File: config.mk
export PLATFORM = sky130hd
export DESIGN_NAME = ulpi_encoder
export DESIGN_NICKNAME = d
export VERILOG_FILES = /design/src/rtl/ulpi_encoder.sv
export SDC_FILE = /design/constraint.sdc
export NUM_CORES = 1
export LEC_CHECK = 0
export CAP_MARGIN = 20
export CORE_AREA = 3 3 57 48
export DETAILED_ROUTE_END_ITERATION = 8
export DIE_AREA = 0 0 60 51
export PLACE_DENSITY_LB_ADDON = 0.12
export SETUP_SLACK_MARGIN = 0.3
export SLEW_MARGIN = 40
export SYNTH_ARGS = -nofsm -noshare
export SYNTH_HDL_FRONTEND = slang
export SYNTH_SLANG_ARGS = --single-unit
File: constraint.sdc
create_clock -name clock -period 4.2 [get_ports clock]
set_input_delay 0.84 -clock clock [delete_from_list [all_inputs] [get_ports clock]]
set_output_delay 0.84 -clock clock [all_outputs]
set_load 0.05 [all_outputs]
File: src/rtl/ulpi_encoder.sv
// ulpi_encoder: transmit-side ULPI link encoder. Turns the PID byte of each
// upstream packet into a TX CMD, paces payload bytes on ulpi_nxt_i, ends the
// packet with STP and recovers from underrun or PHY bus turnaround.
`timescale 1ns/1ps

module ulpi_encoder (
    input  logic       clock,
    input  logic       reset,
    input  logic       tx_tvalid_i,
    output logic       tx_tready_o,
    input  logic       tx_tlast_i,
    input  logic [7:0] tx_tdata_i,
    input  logic       ulpi_dir_i,
    input  logic       ulpi_nxt_i,
    output logic       ulpi_stp_o,
    output logic [7:0] ulpi_data_o,
    output logic       busy_o,
    output logic       tx_done_o,
    output logic       tx_error_o
);

    typedef enum logic [3:0] {
        ST_IDLE  = 4'b0001,
        ST_SEND  = 4'b0010,
        ST_STOP  = 4'b0100,
        ST_DRAIN = 4'b1000
    } state_t;

    localparam logic [3:0] TXCMD_TRANSMIT = 4'b0100;

    state_t     state_q, state_d;
    logic       dir_q;
    logic       last_q, last_d;
    logic       abort_q, abort_d;
    logic [7:0] data_d;
    logic       stp_d;
    logic       tready, done, error;

    // Next-state, next-bus-value and handshake decode.
    always_comb begin
        // NOTE: every signal gets a default before the case so that no path
        // leaves one unassigned, which would otherwise infer a latch.
        state_d = state_q;
        data_d  = ulpi_data_o;
        stp_d   = ulpi_stp_o;
        last_d  = last_q;
        abort_d = abort_q;
        tready  = 1'b0;
        done    = 1'b0;
        error   = 1'b0;

        unique case (state_q)
            ST_IDLE: begin
                data_d = 8'h00;
                stp_d  = 1'b0;
                // dir_q keeps the turnaround cycle after the PHY releases the bus.
                if (tx_tvalid_i && !ulpi_dir_i && !dir_q) begin
                    tready  = 1'b1;
                    data_d  = {TXCMD_TRANSMIT, tx_tdata_i[3:0]};
                    last_d  = tx_tlast_i;
                    abort_d = 1'b0;
                    state_d = ST_SEND;
                end
            end

            ST_SEND: begin
                if (ulpi_dir_i) begin
                    // PHY took the bus: abandon the packet, drain what is left.
                    data_d  = 8'h00;
                    error   = 1'b1;
                    state_d = last_q ? ST_IDLE : ST_DRAIN;
                end else if (ulpi_nxt_i) begin
                    if (last_q) begin
                        data_d  = 8'h00;
                        stp_d   = 1'b1;
                        state_d = ST_STOP;
                    end else if (tx_tvalid_i) begin
                        tready = 1'b1;
                        data_d = tx_tdata_i;
                        last_d = tx_tlast_i;
                    end else begin
                        // Underrun: STP with all-ones data makes the PHY
                        // send a bit-stuff error so the host drops the packet.
                        data_d  = 8'hFF;
                        stp_d   = 1'b1;
                        error   = 1'b1;
                        abort_d = 1'b1;
                        state_d = ST_STOP;
                    end
                end
            end

            ST_STOP: begin
                data_d  = 8'h00;
                stp_d   = 1'b0;
                done    = !abort_q;
                abort_d = 1'b0;
                state_d = abort_q ? ST_DRAIN : ST_IDLE;
            end

            ST_DRAIN: begin
                tready = 1'b1;
                data_d = 8'h00;
                if (tx_tvalid_i && tx_tlast_i) begin
                    state_d = ST_IDLE;
                end
            end

            default: begin
                state_d = ST_IDLE;
                data_d  = 8'h00;
                stp_d   = 1'b0;
            end
        endcase
    end

    // State and bus registers with synchronous reset.
    always_ff @(posedge clock) begin
        // NOTE: sequential state uses non-blocking assignments so every
        // register samples the pre-edge values regardless of statement order.
        if (reset) begin
            state_q     <= ST_IDLE;
            dir_q       <= 1'b1;
            last_q      <= 1'b0;
            abort_q     <= 1'b0;
            ulpi_data_o <= 8'h00;
            ulpi_stp_o  <= 1'b0;
        end else begin
            state_q     <= state_d;
            dir_q       <= ulpi_dir_i;
            last_q      <= last_d;
            abort_q     <= abort_d;
            ulpi_data_o <= data_d;
            ulpi_stp_o  <= stp_d;
        end
    end

    // Combinational outputs are forced idle while reset is held.
    assign tx_tready_o = tready && !reset;
    assign tx_done_o   = done && !reset;
    assign tx_error_o  = error && !reset;
    assign busy_o      = (state_q != ST_IDLE) && !reset;

endmodule
==> flow_metrics.env <==
export IMPL_syn_inst=102
export IMPL_first_global_vias=758
export IMPL_antenna_found_initial=0
export IMPL_placed_area_um2=1164
export IMPL_r2r_start="state_q[1]"
export IMPL_cts_buffer_depth=2
export IMPL_switching_power_mw=0.1145
export IMPL_port_buffers=26
export IMPL_ys_async_sr_fraction_pct=0
export IMPL_crit_top_cell="clkdlybuf4s50_1"
export IMPL_yosysSeqAreaShare_pct=36.68
export IMPL_cp_startpoint="tx_tvalid_i"
export IMPL_total_power_mw=0.3769
export IMPL_core_rowCount=15
export IMPL_crit_slowest_cell="clkdlybuf4s50_1"
export IMPL_synth_net_count=116
export IMPL_areaGrowthSynthToFinish_pct=37.39
export IMPL_fin_skew_ns=0.004661
export IMPL_power_frac_clock_pct=26.7
export IMPL_ctsResizeCount=0
export IMPL_fin_nets=144
export IMPL_mostFrequentLayoutCell="clkdlybuf4s50_1"
export IMPL_layout_common_cells="clkdlybuf4s50_1, dfxtp_1, nor2_1, a21oi_1, nor3_1"
export IMPL_crit_fanout=4
export IMPL_wirelength_um=2298
export IMPL_final_area_um2=1200
export IMPL_yosys_area_top_type="dfxtp_1"
export IMPL_core_area_um2=2177
export IMPL_fmax_mhz=277.3
export IMPL_grt_max_degree=12
export IMPL_power_density_nw_per_um2=314.1
export IMPL_syn_area_per_cell_um2=8.562
export IMPL_drv_cap=0
export IMPL_hold_viol_final=0
export IMPL_hold_buffers=0
export IMPL_first_iter_violations=42
export IMPL_synth_warnings=0
export IMPL_grt_pass1_wl_um=3657
export IMPL_synthesis_area_um2=873.3
export IMPL_p_int_mw=0.2624
export IMPL_crit_type="primary input to output port"
export IMPL_synth_edff_count=0
export IMPL_end_kind="output port"
export IMPL_critical_path_max_stage_delay_ns=0.82
export IMPL_path_cells="clkdlybuf4s50_1, nor3b_1, nand2_1, a31oi_1, clkdlybuf4s50_1"
export IMPL_fp_dieH_um=51
export IMPL_ios=27
export IMPL_slew_viol_final=0
export IMPL_antennaDiodeCount=0
export IMPL_tns_ns=0
export IMPL_p_seq_share_pct=46.3
export IMPL_synth_cell_types=33
export IMPL_p_leak_nw=0.4448
export IMPL_synth_area_leaders="dfxtp_1, a21oi_1, o2bb2ai_1"
export IMPL_outcome="complete, no violations"
export IMPL_tritoncts="done"
export IMPL_cts_sinks=16
export IMPL_start_util_pct=40.11
export IMPL_startpoint_type="primary input"
export IMPL_dr_pass1_iters=4
export IMPL_combPwrFrac_pct=27.0
export IMPL_clk_pin_slew_ns=0.09
export IMPL_via_count=850
export IMPL_cts_buffers=3
export IMPL_synth_flop_cell="dfxtp_1"
export IMPL_drive_above_1_share_pct=10.08
export IMPL_cts_root_buf="clkbuf_4"
export IMPL_ir_drop_uv=247.0
export IMPL_relSlewSlack_pct=66.49
export IMPL_stdcell_count=154
export IMPL_via_per_inst=5.519
export IMPL_clkLatencyLatePin_ns=0.29
export IMPL_die_w_um=60
export IMPL_switching_share_pct=30.37
export IMPL_final_antenna_net_count=0
export IMPL_htree_levels=1
export IMPL_cp_data_arrival_time_ns=2.77
export IMPL_wire_per_inst_um=14.92
export IMPL_hpwl_um=1629
export IMPL_tightestPinTransition_ns=0.5010
export IMPL_grtUsageTotal_pct=15.86
export IMPL_synth_seq_cells=16
export IMPL_hp_class="flip-flop to flip-flop"
export IMPL_dieArea_um2=3060
export IMPL_dp_cells=150
export IMPL_synth_top_area_share_pct=36.68
export IMPL_routabilityCongestion=0.8710
export IMPL_grt_overflow=0
export IMPL_postCtsSetupRepairBufs=0
export IMPL_required_ns=3.36
export IMPL_setup_viol=0
export IMPL_min_period_over_period_pct=85.87
export IMPL_fin_crit_ns=3.606
export IMPL_hp_start="ulpi_data_o[1]"
export IMPL_drc=0
export IMPL_rsz0062_at_grt="false"
path summary, 6_finish.rpt:
| check | cells past startpoint | slack, ns | end |
|---|---|---|---|
| min reg2reg | 1 | 0.47 | ulpi_data_o[1] |
| min | 1 | 0.47 | ulpi_data_o[1] |
| max | 5 | 0.59 | tx_tready_o |
| max reg2reg | 4 | 2.36 | ulpi_data_o[6] |
per-layer routing:
| layer | GRT usage (%) | vias to the layer above | share of wire, % |
|---|---|---|---|
| li1 | - | 426 | - |
| met1 | 24.27 | 385 | 47 |
| met2 | 21.22 | 37 | 43 |
| met3 | 5.051 | 2 | 9.4 |
| met4 | 3.321 | 0 | 0.57 |
| met5 | 0 | - | 0 |
cells by family after synthesis:
family,count (synthesis),synth area share (%)
muxes,3,3.439
buffers and inverters,11,4.871
AOI/OAI and AO/OA,27,21.20
DFF,16,36.68
and+or+nand+nor,45,33.81
cells in the mapped netlist (2+ instances only):
cell type and number:
o21a_1 2, nor2_1 11, o31ai_1 2, clkbuf_1 5, a21oi_1 9, nor3_1 8, a211oi_1 2, or4b_1 2
nor2b_1 5, mux2i_1 3, o2bb2ai_1 5, inv_1 5, a31oi_1 3, nand3_1 3, dfxtp_1 16, nand2_1 4
power by group through the flow:
stage / clock, mW / sequential [mW] / combinational, mW
after floorplan: 0 / 0.177 / 0.0680
after global placement: 0 / 0.177 / 0.101
after detailed placement: 0 / 0.177 / 0.101
after CTS: 0.105 / 0.174 / 0.102
after global routing: 0.113 / 0.177 / 0.110
final: 0.101 / 0.174 / 0.102
state kept, by name (all words and copies together) (netlist names):
name,flops
abort_q,1
dir_q,1
last_q,1
state_q,4
ulpi_data_o,8
ulpi_stp_o,1
layout make-up:
class / count / area, µm²
fill: 222 / 977.2
multi-input combinational: 75 / 510.5
sequential: 16 / 320.3
timing repair buffer: 29 / 282.8
clock buffer: 4 / 36.28
tap: 25 / 31.28
inverter: 5 / 18.77
worst max-delay path: cells and delay by family:
kind,cells,cell delay (ns)
AO/OA/AOI/OAI,1,0.20
AND/OR/NAND/NOR,2,0.42
buffers and inverters,2,1.29
stage by stage:
stage	setup WS [ns]	hold WS, ns	util (%)
detailed placement	0.5989	0.4506	53.45
floorplan	0.8120	0.4708	-
CTS	0.5883	0.4772	55.11
global route	0.4484	0.4956	55.11
finish	0.5936	0.4693	55.11
global placement	0.6398	0.4495	53.45
No activity file was read; power rests on OpenSTA's default activity.
